[config.mk]
export PLATFORM = sky130hd
export DESIGN_NAME = mp1_cache
export DESIGN_NICKNAME = d
export VERILOG_FILES = /design/src/rtl/mp1_cache_types.sv /design/src/rtl/mp1_cache_array.sv /design/src/rtl/mp1_cache.sv
export SDC_FILE = /design/constraint.sdc
export NUM_CORES = 1
export LEC_CHECK = 0
export BUFFER_PORTS_ARGS = -buffer_cell sky130_fd_sc_hd__buf_2
export CAP_MARGIN = 20
export CORE_ASPECT_RATIO = 0.7
export CORE_MARGIN = 1.5
export CORE_UTILIZATION = 55
export CTS_BUF_LIST = sky130_fd_sc_hd__clkbuf_8
export CTS_CLUSTER_DIAMETER = 150
export DETAILED_ROUTE_END_ITERATION = 8
export MAX_ROUTING_LAYER = met4
export PLACE_DENSITY = 0.85
export SLEW_MARGIN = 20
export SYNTH_ARGS = -nofsm -noshare
export SYNTH_HDL_FRONTEND = slang
export SYNTH_SLANG_ARGS = --single-unit
[constraint.sdc]
create_clock -name clk -period 4.4 [get_ports clk]
set_input_delay 0.44 -clock clk [delete_from_list [all_inputs] [get_ports clk]]
set_output_delay 0.44 -clock clk [all_outputs]
set_load 0.02 [all_outputs]
[src/rtl/mp1_cache_types.sv]
// Shared types for the mp1 direct-mapped write-through L1 cache.
// One 16-bit word per line; the index comes from address bits above the byte offset.
package mp1_cache_types;

   localparam int DEF_IDX_BITS = 3;
   localparam int TAG_BITS     = 15 - DEF_IDX_BITS;

   typedef logic [TAG_BITS-1:0]     tag_t;
   typedef logic [DEF_IDX_BITS-1:0] idx_t;
   typedef logic [15:0]             word_t;

   typedef enum logic [1:0] {
      IDLE   = 2'd0,
      PREAD  = 2'd1,
      PWRITE = 2'd2,
      RESP   = 2'd3
   } cache_state_t;

endpackage

[src/rtl/mp1_cache_array.sv]
// Valid/tag/data storage for the mp1 cache.
// Reads are combinational by index. Writes are synchronous with a per-byte data enable.
module mp1_cache_array
   import mp1_cache_types::*;
#(
   parameter int IDX_BITS = DEF_IDX_BITS,
   parameter int TAG_W    = 15 - IDX_BITS
) (
   input  logic                clk,
   input  logic                rst,
   input  logic                wr_en,
   input  logic [1:0]          wr_be,
   input  logic [IDX_BITS-1:0] wr_idx,
   input  logic [TAG_W-1:0]    wr_tag,
   input  word_t               wr_data,
   input  logic [IDX_BITS-1:0] rd_idx,
   output logic                rd_valid,
   output logic [TAG_W-1:0]    rd_tag,
   output word_t               rd_data
);

   localparam int LINES = 1 << IDX_BITS;

   logic [LINES-1:0] valid_r;
   logic [TAG_W-1:0] tag_r  [LINES];
   word_t            data_r [LINES];

   // valid bits: the only state that is cleared by reset
   always_ff @(posedge clk) begin
      if (rst) begin
         valid_r <= {LINES{1'b0}};
      end else if (wr_en) begin
         valid_r[wr_idx] <= 1'b1;
      end
   end

   // tag and data storage; a partial-mask write to a hit line rewrites the same tag
   always_ff @(posedge clk) begin
      if (wr_en) begin
         tag_r[wr_idx] <= wr_tag;
         if (wr_be[0]) data_r[wr_idx][7:0]  <= wr_data[7:0];
         if (wr_be[1]) data_r[wr_idx][15:8] <= wr_data[15:8];
      end
   end

   assign rd_valid = valid_r[rd_idx];
   assign rd_tag   = tag_r[rd_idx];
   assign rd_data  = data_r[rd_idx];

endmodule

[src/rtl/mp1_cache.sv]
// Direct-mapped, write-through, no-write-allocate L1 cache between the mp1 core and physical memory.
// Read hits complete without touching memory. Misses and all writes run one memory transaction.
module mp1_cache
   import mp1_cache_types::*;
#(
   parameter int IDX_BITS = DEF_IDX_BITS
) (
   input  logic        clk,
   input  logic        rst,
   input  logic        mem_read,
   input  logic        mem_write,
   input  logic [1:0]  mem_byte_enable,
   input  logic [15:0] mem_address,
   input  logic [15:0] mem_wdata,
   output logic        mem_resp,
   output logic [15:0] mem_rdata,
   output logic        pmem_read,
   output logic        pmem_write,
   output logic [1:0]  pmem_wmask,
   output logic [15:0] pmem_address,
   output logic [15:0] pmem_wdata,
   input  logic        pmem_resp,
   input  logic [15:0] pmem_rdata
);

   localparam int TAG_W = 15 - IDX_BITS;

   cache_state_t        state_r, next_state_s;
   logic                mem_resp_r, pmem_read_r, pmem_write_r;
   logic [1:0]          pmem_wmask_r;
   logic [15:0]         pmem_address_r, pmem_wdata_r, rdata_r;
   logic [15:0]         sel_addr_s;
   logic                arr_valid_s, hit_s, arr_we_s;
   logic [1:0]          arr_be_s;
   logic [TAG_W-1:0]    arr_tag_s;
   word_t               arr_rdata_s, arr_wdata_s;

   // Outside IDLE the registered pmem address doubles as the latched request address.
   assign sel_addr_s = (state_r == IDLE) ? mem_address : pmem_address_r;
   assign hit_s      = arr_valid_s && (arr_tag_s == sel_addr_s[15:IDX_BITS+1]);

   mp1_cache_array #(.IDX_BITS(IDX_BITS), .TAG_W(TAG_W)) u_array (
      .clk      (clk),
      .rst      (rst),
      .wr_en    (arr_we_s),
      .wr_be    (arr_be_s),
      .wr_idx   (sel_addr_s[IDX_BITS:1]),
      .wr_tag   (sel_addr_s[15:IDX_BITS+1]),
      .wr_data  (arr_wdata_s),
      .rd_idx   (sel_addr_s[IDX_BITS:1]),
      .rd_valid (arr_valid_s),
      .rd_tag   (arr_tag_s),
      .rd_data  (arr_rdata_s)
   );

   // next-state decode; RESP never samples the core, so a held request is not re-issued
   always_comb begin
      next_state_s = state_r;
      case (state_r)
         IDLE: begin
            if (mem_write)     next_state_s = PWRITE;
            else if (mem_read) next_state_s = hit_s ? RESP : PREAD;
            else               next_state_s = IDLE;
         end
         PREAD:   next_state_s = pmem_resp ? RESP : PREAD;
         PWRITE:  next_state_s = pmem_resp ? RESP : PWRITE;
         RESP:    next_state_s = IDLE;
         default: next_state_s = IDLE;
      endcase
   end

   // array update: full fill on read completion, byte merge on a write hit, never during reset
   always_comb begin
      arr_we_s    = 1'b0;
      arr_be_s    = 2'b00;
      arr_wdata_s = pmem_rdata;
      if (!rst && pmem_resp && (state_r == PREAD)) begin
         arr_we_s = 1'b1;
         arr_be_s = 2'b11;
      end else if (!rst && pmem_resp && (state_r == PWRITE) && hit_s) begin
         arr_we_s    = 1'b1;
         arr_be_s    = pmem_wmask_r;
         arr_wdata_s = pmem_wdata_r;
      end else begin
         arr_we_s = 1'b0;
      end
   end

   // state, registered handshakes and request latches
   always_ff @(posedge clk) begin
      if (rst) begin
         state_r        <= IDLE;
         mem_resp_r     <= 1'b0;
         rdata_r        <= 16'h0000;
         pmem_read_r    <= 1'b0;
         pmem_write_r   <= 1'b0;
         pmem_wmask_r   <= 2'b00;
         pmem_address_r <= 16'h0000;
         pmem_wdata_r   <= 16'h0000;
      end else begin
         state_r      <= next_state_s;
         mem_resp_r   <= (next_state_s == RESP);
         pmem_read_r  <= (next_state_s == PREAD);
         pmem_write_r <= (next_state_s == PWRITE);
         case (state_r)
            IDLE: begin
               if (mem_write) begin
                  pmem_address_r <= mem_address;
                  pmem_wdata_r   <= mem_wdata;
                  pmem_wmask_r   <= mem_byte_enable;
               end else if (mem_read) begin
                  if (hit_s) rdata_r <= arr_rdata_s;
                  else       pmem_address_r <= {mem_address[15:1], 1'b0};
               end
            end
            PREAD: begin
               if (pmem_resp) rdata_r <= pmem_rdata;
            end
            default: ;
         endcase
      end
   end

   assign mem_resp     = mem_resp_r;
   assign mem_rdata    = rdata_r;
   assign pmem_read    = pmem_read_r;
   assign pmem_write   = pmem_write_r;
   assign pmem_wmask   = pmem_wmask_r;
   assign pmem_address = pmem_address_r;
   assign pmem_wdata   = pmem_wdata_r;

endmodule

# Yosys cells after proc, flatten, opt, wreduce, memory -nomap -nowiden
# Memory sizes are Yosys's and may differ from the RTL's.
# Index checks and enable logic that the tools add are counted.
totals:
  register_bits: 63
  ramBits: 224
  input_bits: 55
  out_inout_bits: 53
  mem_count: 2
memory_table:
  columns: ["name", "depth", "width", "read_ports", "rd_clocked_by_memory_dff", "wr", "line_no", "source"]
  rows:
  - ["u_array.data_r", 8, 16, 1, 0, 1, "mp1_cache_array.sv:26", "word_t data_r [LINES];"]
  - ["u_array.tag_r", 8, 12, 1, 0, 1, "mp1_cache_array.sv:25", "logic [TAG_W-1:0] tag_r [LINES];"]
classes:
  order_cmp: 2
  n_eq_ne: 12
  mux: 33
  bitwise: 1
  n_reduce_logical: 13
op_table:
  columns: ["operator", "count"]
  rows:
  - ["$mux 16", 10]
  - ["$pmux 16 s2", 1]
  - ["$mux 1", 13]
  - ["$eq 12x12->1", 1]
  - ["$mux 2", 6]
  - ["$ne 2x2->1 const B", 5]
  - ["$eq 2x2->1 const B", 4]
  - ["$or 8x8->8", 1]
  - ["$pmux 2 s4", 1]
  - ["$logic_and 1x1->1", 6]
  - ["$reduce_and 5->1", 1]
  - ["$eq 2x1->1 const B", 2]
  - ["$lt 3x4->1 const B", 1]
  - ["$reduce_bool 2->1", 2]
  - ["$bmux 1 s3", 1]
  - ["$demux 1 s3", 1]
  - ["$ge 3x1->1 const B", 1]
  - ["$reduce_and 3->1", 1]
  - ["$logic_not 2->1", 1]
  - ["$reduce_and 2->1", 1]
  - ["$logic_not 1->1", 1]

# Longest topological paths before layout
depth:
  ltp_word: 11
  ltp_mapped: 15
  mapped_depth_nobuf: 9

# Modules after synthesis
# A second synthesis with hierarchy kept.
unflattened:
  hier_cells: 871
  area_unflattened_um2: 12911.1
by_module_without_submodules:
  columns: ["module", "n_inst", "cells_per_inst", "area_per_inst_um2", "seq_area_each_um2"]
  rows:
  - ["mp1_cache_array", 1, 367, 8989.9, 6886.6]
  - ["mp1_cache", 1, 504, 3921.3, 1101.1]

# Worst setup path after synthesis
# OpenSTA, ideal clock, no wires.
synth_path:
  path_kind: "input to register"
  startpoint: "input port mem_address[1]"
  endpoint: "memory u_array.data_r[1][0] (netlist name), enable pin"
  setup_ns: 0.395
  t_arrival_ns: 3.489
  required_ns: 4.005
  setup_slack_ns: 0.516
  cell_stages: 11
  n_path_buf: 2
  path_cell_list: "or3b_4 clkbuf_2 a21boi_1 o32ai_1 or4_1 a22oi_1 and4_1 and3_1 buf_4 a41oi_1 nor4_1"
synth_between:
  elab_chain_len: 10
  word_cells_on_any_way: 14
  cone_classes: "eq/ne: 1; mux: 10; reduce/logical: 2; memory: 1"
synth_lines:
  columns: ["element", "line_no", "source"]
  rows:
  - ["start: declaration", "mp1_cache.sv:13", "input logic [15:0] mem_address,"]
  - ["$mux 16 *", "mp1_cache.sv:39", "assign sel_addr_s = (state_r == IDLE) ? mem_address : pmem_address_r;"]
  - ["$mem_v2 8x12 or $bmux 1 s3 (tied branches)", null, null]
  - ["$eq 12x12->1 or $mux 1 (tied branches)", "mp1_cache.sv:40, mp1_cache_array.sv:46", null]
  - ["$logic_and 1x1->1", "mp1_cache.sv:40", "assign hit_s = arr_valid_s && (arr_tag_s == sel_addr_s[15:IDX_BITS+1]);"]
  - ["$logic_and 1x1->1", "mp1_cache.sv:80", "end else if (!rst && pmem_resp && (state_r == PWRITE) && hit_s) begin"]
  - ["$mux 2", "mp1_cache.sv:80", null]
  - ["$mux 2", "mp1_cache.sv:77", "if (!rst && pmem_resp && (state_r == PREAD)) begin"]
  - ["$mux 1", "mp1_cache_array.sv:41", "if (wr_be[0]) data_r[wr_idx][7:0] <= wr_data[7:0];"]
  - ["$mux 1", "mp1_cache_array.sv:39", "if (wr_en) begin"]
  - ["$mux 1 (implied by the code)", "mp1_cache_array.sv:41", null]
  - ["end: declaration", "mp1_cache_array.sv:26", null]
# Every way passes the cells marked *; elsewhere a longest branch is shown, timed or not. The select of a mux whose other input is x is not followed.

# Final worst setup path
layout_path:
  startpoint: "register state_r[0]"
  endpoint: "memory u_array.data_r[6][10] (netlist name) (data pin)"
layout_between:
  elab_chain_len: 8
  word_cells_on_any_way: 14
  cone_classes: "eq/ne: 3; mux: 5; reduce/logical: 5; memory: 1"
layout_lines:
  columns: ["element", "line_no", "source"]
  rows:
  - ["start: declaration", "mp1_cache.sv:28", "cache_state_t state_r, next_state_s;"]
  - ["start signal: assignment", "mp1_cache.sv:101", "state_r <= next_state_s;"]
  - ["$logic_not 2->1", "mp1_cache.sv:39", null]
  - ["$mux 16", "mp1_cache.sv:39", null]
  - ["$mem_v2 8x12 or $bmux 1 s3 (tied branches)", null, null]
  - ["$eq 12x12->1 or $mux 1 (tied branches)", "mp1_cache.sv:40, mp1_cache_array.sv:46", null]
  - ["$logic_and 1x1->1", "mp1_cache.sv:40", null]
  - ["$logic_and 1x1->1", "mp1_cache.sv:80", null]
  - ["$mux 16", "mp1_cache.sv:80", null]
  - ["$mux 16 *", "mp1_cache.sv:77", null]
  - ["via arr_wdata_s[10]", "mp1_cache.sv:36", "word_t arr_rdata_s, arr_wdata_s;"]
# The timed path passes the listed nets; every way through them passes the cells marked *. The select of a mux whose other input is x is not followed.

==> results.toml <==
[clocking]
clk_pin_slew_ps = 60
cts_hold_buf = 0
ctsResizeCount = 0
cts_buffers = 42
clock-sinks = 287
cts-htree-levels = 2
postCtsSetupBuffers = 0
ctsLongestPathBuffers = 3
cts-root-buf = "clkbuf_8"
clk-insertion-delay-late_ps = 550
cts_tree = "built"

[layout]
fin_util_pct = 64.7
antennaDiodeCount = 0
final_common_cell = "edfxtp_1"
stdcell_count = 1421
postLayoutCellArea_um2 = 14000
fin_nets = 1163
syn_to_final_growth_pct = 15.5
multiInputGateArea_um2 = 3790
seqCellArea_um2 = 7990
final_cell_mix = "edfxtp_1 (224), nand2_1 (160), buf_2 (107)"
drive_gt1_share_pct = 22.6
nFillCells = 1489

[yosys]
synthSimpleGateAreaFrac_pct = 11.7
async_flop_share_pct = 0
yosys.area_share.xor_xnor_pct = 0.288
syn_area_per_cell_um2 = 12.7
ys_ff_latch = 287
synth_compound_area_share_pct = 13.1
yosysUniqueCellTypes = 73
yosys.area_share.adder_pct = 0
ys_warn_count = 0
synthMuxAreaShare_pct = 6.00
ys_seq_area_share_pct = 65.7
synth_top_flop_cell = "edfxtp_1"
synth_edf_count = 224
syn_area_um2 = 12200
synth_top_family_by_area = "compound AO/OA/AOI/OAI gates"
syn-num-nets = 1012
syn_inst = 957

[floorplan]
die-height_um = 127
fp.coreArea_um2 = 21700
ioPinCount = 108
initial_utilization_pct = 56.1
row_count = 45
die_area_um2 = 23000
die_w_um = 181

[setup_path]
cp_slowest_cell = "or3b_4"
cp_num_cells = 10
crit_start = "state_r[0]"
arrival_ps = 4390
cp_max_fo = 25
reg2reg_depth = 10
crit_required_ps = 4680
max_stage_delay_ps = 560
r2r_start = "state_r[0]"
startpoint_type = "flop"
crit_path_end = "u_array.data_r[6][10]"
critPathKind = "flop to flop"
crit_path_end_kind = "flop"
reg2reg_to = "u_array.data_r[6][10]"
cp_top_family = "simple AND/OR/NAND/NOR gates"
crit_buf_inv = 1
reg2reg_setup_slack_ps = 290
cp_cell_sequence = "or3b_4, nand2_2, a211oi_1, or4_1, a22oi_1, and4_1, and3_1, and4_4, buf_4, mux2_4"

[placement]
gp_congestion = 0.927
place_inst = 1346
numPortBuffers = 107
dp_hpwl_mm = 23.2
dpl_cell_area_um2 = 13300
dp_slack_ps = 218

[global_routing]
grt_antenna_before_repair = 1
grt-busiest-layer = "met1"
overflow = 0
met3_usage_pct = 9.04
grt_use_total_pct = 30.8
met1_usage_pct = 44.2
grt_first_pass_wirelength_mm = 51.4
met2_usage_pct = 41.7
grt_pass1_vias = 8692
grt_max_degree = 38

[route]
post-route-drc-count = 0
wl_per_cell_um = 24.1
first_iter_violations = 1457
first_pass_iters = 8
totalWireLength_mm = 34.2
vias_per_cell = 6.55
num_vias = 9313
ant_nets = 0

[timing]
slew_headroom_pct = 24.2
post-route-period-util_pct = 93.4
fin_worst_skew_ps = 35.2
drv_slew = 0
fmax_mhz = 243
tns_ps = 0
rsz0062_at_grt = "no"
setup_viol = 0
tightestPinTransition_ps = 1130
finalCriticalPeriod_ps = 4110
setup_slack_ps = 292
hold_viol = 0

[hold_path]
worstHoldPathType = "input port to flop"

[power_and_ir_drop]
p_per_area_nw_per_um2 = 424
p_leak_nw = 5.27
worst_ir_drop_vdd_uv = 188

[flow_run]
max-cap-violations = 0

[status]
outcome = "completed"
==> worst reg2reg max path: stages (launching register included) <==
cell	delay (ps)
dfxtp_2	410
or3b_4	560
nand2_2	290
a211oi_1	170
or4_1	510
a22oi_1	340
and4_1	290
and3_1	270
and4_4	470
buf_4	220
mux2_4	350
==> cells in the mapped netlist, drive strengths merged, types with 2 or more instances <==
master | count | area share, %
edfxtp | 224 | 55
nand2 | 161 | 5.0
dfxtp | 63 | 10
a21oi | 53 | 2.2
mux2i | 50 | 4.1
clkbuf | 41 | 1.3
and3 | 31 | 1.6
nor2 | 30 | 0.97
buf | 26 | 1.5
nand4 | 19 | 0.98
a211oi | 18 | 1.2
mux2 | 17 | 1.9
o21ai | 17 | 0.73
a221oi | 16 | 1.2
o22ai | 14 | 0.72
o31ai | 14 | 0.86
nor3 | 13 | 0.54
o211ai | 13 | 0.80
o21a | 12 | 0.75
inv | 11 | 0.34
nor4 | 10 | 0.51
a21boi | 9 | 0.56
a222oi | 9 | 0.74
o32ai | 9 | 0.71
a22oi | 8 | 0.49
or4 | 8 | 0.49
nand2b | 6 | 0.31
a22o | 5 | 0.36
o221ai | 5 | 0.36
and4 | 4 | 0.31
nand3 | 4 | 0.16
and2 | 3 | 0.15
o2bb2ai | 3 | 0.22
xor2 | 3 | 0.22
a2111oi | 2 | 0.14
a221o | 2 | 0.16
a31o | 2 | 0.14
a41oi | 2 | 0.14
o31a | 2 | 0.14
o41ai | 2 | 0.14
or3 | 2 | 0.10
==> sequential cells by signal, summed over array words and instances, names as in the netlist <==
register / count
state_r: 2
pmem_address: 16
pmem_wmask: 2
pmem_wdata: 16
pmem_write: 1
mem_resp: 1
u_array.valid_r: 8
pmem_read: 1
u_array.data_r: 128
mem_rdata: 16
u_array.tag_r: 96
==> worst min-delay path by stage <==
stage,endpoint,cells past startpoint,startpoint,slack (ps)
floorplan,u_array.valid_r[2],1,u_array.valid_r[2],430
global placement,u_array.valid_r[6],1,u_array.valid_r[6],450
detailed placement,u_array.valid_r[0],1,u_array.valid_r[0],450
CTS,pmem_wdata[12],3,mem_wdata[12],110
global route,pmem_wdata[14],3,mem_wdata[14],110
finish,pmem_wdata[12],3,mem_wdata[12],130
==> metrics by stage <==
step | total power [mW] | hold slack, ps
finish | 5.96 | 126
global route | 6.14 | 115
CTS | 5.93 | 108
detailed placement | 4.05 | 454
global placement | 4.02 | 450
floorplan | 3.69 | 433
==> cell type report <==
type | instances | area share [%]
multi-input combinational | 591 | 27.0
sequential | 287 | 56.9
clock inverter | 29 | 0.829
clock buffer | 46 | 4.51
tap | 282 | 2.51
timing repair buffer | 174 | 7.85
inverter | 12 | 0.321
==> power breakdown <==
group	total [mW]	internal [mW]	switching [mW]
logic	0.979	0.319	0.660
registers	3.05	3.01	0.0471
clock network	1.92	0.959	0.965
total	5.96	4.28	1.67
==> logic make-up after synthesis <==
kind of cell    Yosys count
flops                   287
mux                      67
buf+inv                  79
compound gates          222
xor+xnor                  4
simple gates            298
==> metal layers <==
layer	wire, µm	up-vias
met5	0	-
met4	859	0
met3	5450	80
met2	14400	786
met1	13500	4449
li1	-	3998
No activity file was read; power rests on OpenSTA's default activity.
